### src/rtl/tlul_sram_responder.sv
// TL-UL device port bridged onto a req/gnt/rvalid SRAM-style interface.
// Malformed A requests are answered locally with d_error, in order with device responses.
package tlul_pkg;

  typedef struct packed {
    logic        a_valid;
    logic [2:0]  a_opcode;
    logic [2:0]  a_param;
    logic [1:0]  a_size;
    logic [7:0]  a_source;
    logic [31:0] a_address;
    logic [3:0]  a_mask;
    logic [31:0] a_data;
    logic        d_ready;
  } tl_h2d_t;

  typedef struct packed {
    logic        d_valid;
    logic [2:0]  d_opcode;
    logic [2:0]  d_param;
    logic [1:0]  d_size;
    logic [7:0]  d_source;
    logic        d_sink;
    logic [31:0] d_data;
    logic [3:0]  d_user;
    logic        d_error;
    logic        a_ready;
  } tl_d2h_t;

  localparam logic [2:0] PutFullData    = 3'd0;
  localparam logic [2:0] PutPartialData = 3'd1;
  localparam logic [2:0] Get            = 3'd4;
  localparam logic [2:0] AccessAck      = 3'd0;
  localparam logic [2:0] AccessAckData  = 3'd1;

endpackage

module tlul_sram_responder
  import tlul_pkg::*;
#(
  parameter int unsigned MAX_REQS = 2,
  parameter int unsigned AW       = 32
) (
  input  logic          clock,
  input  logic          reset,
  input  tl_h2d_t       tl_d_i,
  output tl_d2h_t       tl_d_o,
  output logic          req_o,
  input  logic          gnt_i,
  output logic          we_o,
  output logic [AW-1:0] addr_o,
  output logic [31:0]   wdata_o,
  output logic [3:0]    be_o,
  input  logic          rvalid_i,
  input  logic [31:0]   rdata_i,
  input  logic          err_i
);

  localparam int unsigned PW = (MAX_REQS > 1) ? $clog2(MAX_REQS) : 1;
  localparam int unsigned CW = $clog2(MAX_REQS + 1);
  localparam logic [PW-1:0] LastIdx = PW'(MAX_REQS - 1);
  localparam logic [CW-1:0] MaxCnt  = CW'(MAX_REQS);

  typedef struct packed {
    logic [2:0] opcode;
    logic [1:0] size;
    logic [7:0] source;
    logic       local_err;
  } meta_t;

  typedef struct packed {
    logic [31:0] rdata;
    logic        err;
  } resp_t;

  meta_t          meta_mem_q [MAX_REQS];
  meta_t          meta_mem_d [MAX_REQS];
  resp_t          resp_mem_q [MAX_REQS];
  resp_t          resp_mem_d [MAX_REQS];
  logic [PW-1:0]  meta_wptr_q, meta_wptr_d, meta_rptr_q, meta_rptr_d;
  logic [PW-1:0]  resp_wptr_q, resp_wptr_d, resp_rptr_q, resp_rptr_d;
  logic [CW-1:0]  meta_cnt_q, meta_cnt_d, resp_cnt_q, resp_cnt_d;
  logic [CW-1:0]  dev_pend_q, dev_pend_d;

  logic       malformed, meta_space, a_ready, accept, grant, rsp_push;
  logic       d_valid, d_error, d_hs, resp_pop;
  logic [3:0] full_mask;
  meta_t      meta_head;
  resp_t      resp_head;
  logic       unused_param;

  assign unused_param = ^tl_d_i.a_param;

  function automatic logic [PW-1:0] bump(input logic [PW-1:0] p);
    return (p == LastIdx) ? '0 : p + 1'b1;
  endfunction

  always_comb begin
    malformed = 1'b0;
    unique case (tl_d_i.a_size)
      2'd0:    full_mask = 4'b0001 << tl_d_i.a_address[1:0];
      2'd1:    full_mask = 4'b0011 << tl_d_i.a_address[1:0];
      2'd2:    full_mask = 4'b1111;
      default: full_mask = 4'b0000;
    endcase
    if (!(tl_d_i.a_opcode inside {Get, PutFullData, PutPartialData})) malformed = 1'b1;
    if (tl_d_i.a_size == 2'd3) malformed = 1'b1;
    if (tl_d_i.a_size == 2'd1 && tl_d_i.a_address[0]) malformed = 1'b1;
    if (tl_d_i.a_size == 2'd2 && tl_d_i.a_address[1:0] != 2'b00) malformed = 1'b1;
    if (tl_d_i.a_opcode == PutFullData && tl_d_i.a_mask != full_mask) malformed = 1'b1;
  end

  // Room is judged on the pre-pop count so a same-cycle D pop never frees a slot early.
  assign meta_space = meta_cnt_q < MaxCnt;
  assign req_o      = !reset & tl_d_i.a_valid & !malformed & meta_space;
  assign grant      = req_o & gnt_i;
  assign a_ready    = !reset & (grant | (tl_d_i.a_valid & malformed & meta_space));
  assign accept     = tl_d_i.a_valid & a_ready;
  assign rsp_push   = rvalid_i & (dev_pend_q != '0);

  assign we_o    = tl_d_i.a_opcode != Get;
  assign addr_o  = AW'(tl_d_i.a_address);
  assign wdata_o = tl_d_i.a_data;
  assign be_o    = tl_d_i.a_mask;

  assign meta_head = meta_mem_q[meta_rptr_q];
  assign resp_head = resp_mem_q[resp_rptr_q];
  assign d_valid   = (meta_cnt_q != '0) & (meta_head.local_err | (resp_cnt_q != '0));
  assign d_error   = meta_head.local_err | resp_head.err;
  assign d_hs      = d_valid & tl_d_i.d_ready;
  assign resp_pop  = d_hs & !meta_head.local_err;

  always_comb begin
    tl_d_o          = '0;
    tl_d_o.a_ready  = a_ready;
    tl_d_o.d_valid  = d_valid;
    tl_d_o.d_opcode = (meta_head.opcode == Get) ? AccessAckData : AccessAck;
    tl_d_o.d_size   = meta_head.size;
    tl_d_o.d_source = meta_head.source;
    tl_d_o.d_error  = d_error;
    if (meta_head.opcode == Get && !d_error) tl_d_o.d_data = resp_head.rdata;
  end

  always_comb begin
    meta_mem_d  = meta_mem_q;
    meta_wptr_d = meta_wptr_q;
    meta_rptr_d = meta_rptr_q;
    resp_mem_d  = resp_mem_q;
    resp_wptr_d = resp_wptr_q;
    resp_rptr_d = resp_rptr_q;
    if (accept) begin
      meta_mem_d[meta_wptr_q] = '{opcode:    tl_d_i.a_opcode,
                                  size:      tl_d_i.a_size,
                                  source:    tl_d_i.a_source,
                                  local_err: malformed};
      meta_wptr_d = bump(meta_wptr_q);
    end
    if (d_hs) meta_rptr_d = bump(meta_rptr_q);
    if (rsp_push) begin
      resp_mem_d[resp_wptr_q] = '{rdata: rdata_i, err: err_i};
      resp_wptr_d = bump(resp_wptr_q);
    end
    if (resp_pop) resp_rptr_d = bump(resp_rptr_q);
    meta_cnt_d = meta_cnt_q + CW'(accept) - CW'(d_hs);
    resp_cnt_d = resp_cnt_q + CW'(rsp_push) - CW'(resp_pop);
    dev_pend_d = dev_pend_q + CW'(grant) - CW'(rsp_push);
  end

  always_ff @(posedge clock) begin
    if (reset) begin
      meta_wptr_q <= '0;
      meta_rptr_q <= '0;
      meta_cnt_q  <= '0;
      resp_wptr_q <= '0;
      resp_rptr_q <= '0;
      resp_cnt_q  <= '0;
      dev_pend_q  <= '0;
    end else begin
      meta_wptr_q <= meta_wptr_d;
      meta_rptr_q <= meta_rptr_d;
      meta_cnt_q  <= meta_cnt_d;
      resp_wptr_q <= resp_wptr_d;
      resp_rptr_q <= resp_rptr_d;
      resp_cnt_q  <= resp_cnt_d;
      dev_pend_q  <= dev_pend_d;
    end
  end

  // Storage needs no reset: entries are only observed through the counts.
  always_ff @(posedge clock) begin
    meta_mem_q <= meta_mem_d;
    resp_mem_q <= resp_mem_d;
  end

  rvalid_has_req_a: assert property (@(posedge clock) disable iff (reset)
    rvalid_i |-> (dev_pend_q != '0));

endmodule

### config.mk
export PLATFORM = sky130hd
export DESIGN_NAME = tlul_sram_responder
export DESIGN_NICKNAME = d
export VERILOG_FILES = /design/src/rtl/tlul_sram_responder.sv
export SDC_FILE = /design/constraint.sdc
export NUM_CORES = 1
export LEC_CHECK = 0
export CORE_MARGIN = 3
export CORE_UTILIZATION = 36
export CTS_CLUSTER_SIZE = 14
export DETAILED_ROUTE_END_ITERATION = 16
export GPL_TIMING_DRIVEN = 0
export PLACE_DENSITY = 0.77
export SETUP_SLACK_MARGIN = 0.2
export SYNTH_ARGS = -nofsm -noshare
export SYNTH_HDL_FRONTEND = slang
export SYNTH_SLANG_ARGS = --single-unit
### constraint.sdc
create_clock -name clock -period 2.45 [get_ports clock]
set_input_delay 0.3675 -clock clock [delete_from_list [all_inputs] [get_ports clock]]
set_output_delay 0.3675 -clock clock [all_outputs]
set_load 0.05 [all_outputs]
==> results.tsv <==
stage	metric	value	unit
layout	multi_input_area	0.00163	mm^2
logic_synthesis	ys_seq_area_share	62.0	%
clock_network	ctsRootBufferMaster	clkbuf_16	
pwr	ir_drop	0.000467	V
timing	finClkSkew	0.00460	ns
die	die_y	122	um
die	fp.dieW	122	um
pwr	power_density	710	mW/mm^2
setup_path	reg2reg_slack	0.40	ns
setup_path	critPathLaunchType	input pin	
setup_path	r2r_start	meta_cnt_q[1]$_SDFF_PP0_	
logic_synthesis	synthTopCellsByArea	edfxtp_1, buf_4, mux2i_1	
layout	seqCellArea	0.00303	mm^2
logic_synthesis	synthTopCellsByCount	edfxtp_1, buf_4, nor2_1	
setup_path	critPathRequiredTime	2.08	ns
clock_network	hold_buffers	0	
logic_synthesis	synthDistinctLibCells	45	
global_route	antenna_found_initial	0	
pwr	p_total	5680	uW
setup_path	critPathMaxFanout	5	
clock_network	clock_latency	0.34	ns
job	cap_violations	0	
timing	period_share	98.1	%
clock_network	htree_levels	3	
min_path	whs_path_depth	1	
pwr	switchingPower	1770	uW
detailed_routing	drc_errors	0	
layout	area_delta_synth_final	64.0	%
detailed_routing	wl	11600	um
pwr	p_clk_share	28.0	%
global_route	grt_pass1_wl	17400	um
logic_synthesis	yosys_register_bits	104	
outcome	status	completed	
timing	rsz0062_at_grt	yes	
setup_path	crit_type	in2out	
pwr	combPwrFrac	31.9	%
timing	worst_pin_slew	0.833	ns
logic_synthesis	synth_ff_type	edfxtp_1	
timing	setup_viol	0	
global_route	grt_max_degree	22	
detailed_routing	vias	3375	
global_route	grt_usage	14.9	%
clock_network	clockBufferDepth	2	
die	start_util	37.7	%
placed_design	gp_congestion	0.792	
min_path	whs_endpoint	meta_mem_q[24]$_DFFE_PP_	
logic_synthesis	synth_top_area_share	57.9	%
die	core	0.0129	mm^2
die	num_rows	41	
timing	relSlewSlack	44.5	%
layout	layout.cells.non_filler	748	
timing	fmax	0.416	GHz
pwr	power_frac_seq	40.1	%
detailed_routing	firstDrtPassIters	4	
min_path	hold_start	tl_d_i[78]	
detailed_routing	vias_per_cell	4.51	
detailed_routing	wire_per_inst	15.5	um
pwr	p_sw_share	31.1	%
pwr	p_int	3910	uW
die	io-pin-count	249	
logic_synthesis	yosysMostFrequentCell	edfxtp_1	
timing	hold_viol_final	0	
setup_path	worst-r2r-cell-count	3	
layout	drive_above_1_share	41.1	%
clock_network	clock-sinks	104	
timing	finalCriticalPeriod	2.40	ns
clock_network	numCtsBuffers	9	
clock_network	cts_tree	yes	
logic_synthesis	syn_area	0.00487	mm^2
timing	slew_violations	0	
global_route	grt_pass1_vias	3529	
placed_design	placedCellCount	720	
layout	nets	701	
detailed_routing	drt_iter0_markers	199	
clock_network	path_clk_slew	0.07	ns
placed_design	io_buffers	173	
pwr	p_leak	0.00299	uW
detailed_routing	postRouteAntennaNets	0	
logic_synthesis	syn_avg_cell_area	13.4	um^2
die	die_area	0.0150	mm^2
global_route	grt_overflow	0	
logic_synthesis	synth_area_leader_cell	edfxtp_1	
timing	fin_tns_setup	0	ns
logic_synthesis	yosysWarningCount	0	
logic_synthesis	synthCells	364	
setup_path	crit_arrival	2.04	ns
layout	fillerInstances	1013	
setup_path	cp-end-kind	output port	
setup_path	reg2reg_to	meta_mem_q[22]$_DFFE_PP_	
layout	diodes	0	
logic_synthesis	synthArstFlopShare	0	%
logic_synthesis	synth_edf_count	94	
min_path	min-delay-path-class	in2reg	
placed_design	hpwl	8480	um
## state kept, by name, summed over array words and instances, names as in the netlist
name / cells
meta_mem_q: 28
resp_mem_q: 66
resp_wptr_q: 1
meta_wptr_q: 1
resp_cnt_q: 2
resp_rptr_q: 1
meta_rptr_q: 1
dev_pend_q: 2
meta_cnt_q: 2
## cell type report
| cell class | instances | share of cell area [%] |
|---|---|---|
| Buffer | 91 | 9.09 |
| Clock buffer | 10 | 2.86 |
| Clock inverter | 5 | 1.33 |
| Inverter | 10 | 0.470 |
| Multi-Input combinational cell | 168 | 20.4 |
| Sequential cell | 104 | 37.9 |
| Tap cell | 172 | 2.69 |
| Timing Repair Buffer | 188 | 25.3 |
## per-layer routing
metal,vias up,track usage (%),part of all wire [%]
li1,1616,-,-
met1,1610,16.4,36
met2,143,27.5,55
met3,6,5.30,8.3
met4,0,3.50,0.56
met5,-,0,0
## kinds of logic after synthesis
group	share of synthesized area, %
flops	62.0
buf+inv	14.2
simple gates	8.11
mux	9.32
compound gates	3.13
xor+xnor	1.62
fa+ha+maj	1.54
other cells	0.0769
## repair_timing
action | CTS | global route
setup endpoints to repair | 84 | 67
setup buffers | 5 | 5
gates cloned | 3 | 0
pin swaps | 18 | 20
resized for setup | 324 | 33
## how the worst max path moves through the flow
stage,start,end,cells after the start
floorplan,meta_mem_q[25]$_DFFE_PP_,tl_d_o[10],4
global placement,tl_d_i[77],req_o,7
detailed placement,tl_d_i[78],meta_mem_q[18]$_DFFE_PP_,7
CTS,meta_mem_q[11]$_DFFE_PP_,tl_d_o[7],6
global route,meta_mem_q[12]$_DFFE_PP_,tl_d_o[18],6
finish,tl_d_i[78],req_o,9
## metrics by stage
stage	utilization [%]	cell area [um^2]	hold slack (ns)	worst slack [ns]
3_3_place_gp	55.8	7210	0.526	-0.965
5_1_grt	61.8	7990	0.190	-0.0702
6_report	61.8	7990	0.215	0.0470
3_5_place_dp	56.3	7270	0.563	-1.09
4_1_cts	61.1	7890	0.195	-0.00466
2_1_floorplan	-	5260	0.466	-0.00515
## placed cells by master, fill, tap and decap left out, drive strengths merged, types with 4 or more instances in the layout
cell type / count
xnor2: 6
clkdlybuf4s50: 116
nor2b: 4
conb: 10
ha: 6
mux2i: 33
mux2: 11
nor3: 4
nor2: 50
o21ai: 4
dfxtp: 10
edfxtp: 94
dlygate4sd2: 10
clkbuf: 21
nand2b: 4
a21oi: 5
buf: 139
inv: 10
## power by group through the flow
stage	combinational [uW]	sequential, uW	clock, uW
after CTS	1780	2280	1650
after floorplan	1200	2290	0
after global routing	1930	2300	1720
after global placement	1650	2310	0
final	1810	2280	1590
after detailed placement	1730	2320	0
## worst max-delay path, stage by stage
cell     delay (ns)
buf_8          0.10
buf_8          0.11
or4b_4         0.55
a21oi_4        0.18
nor4_4         0.06
nor3_4         0.23
buf_4          0.16
and2_4         0.13
buf_8          0.14
Power figures use the tool's default switching activity.
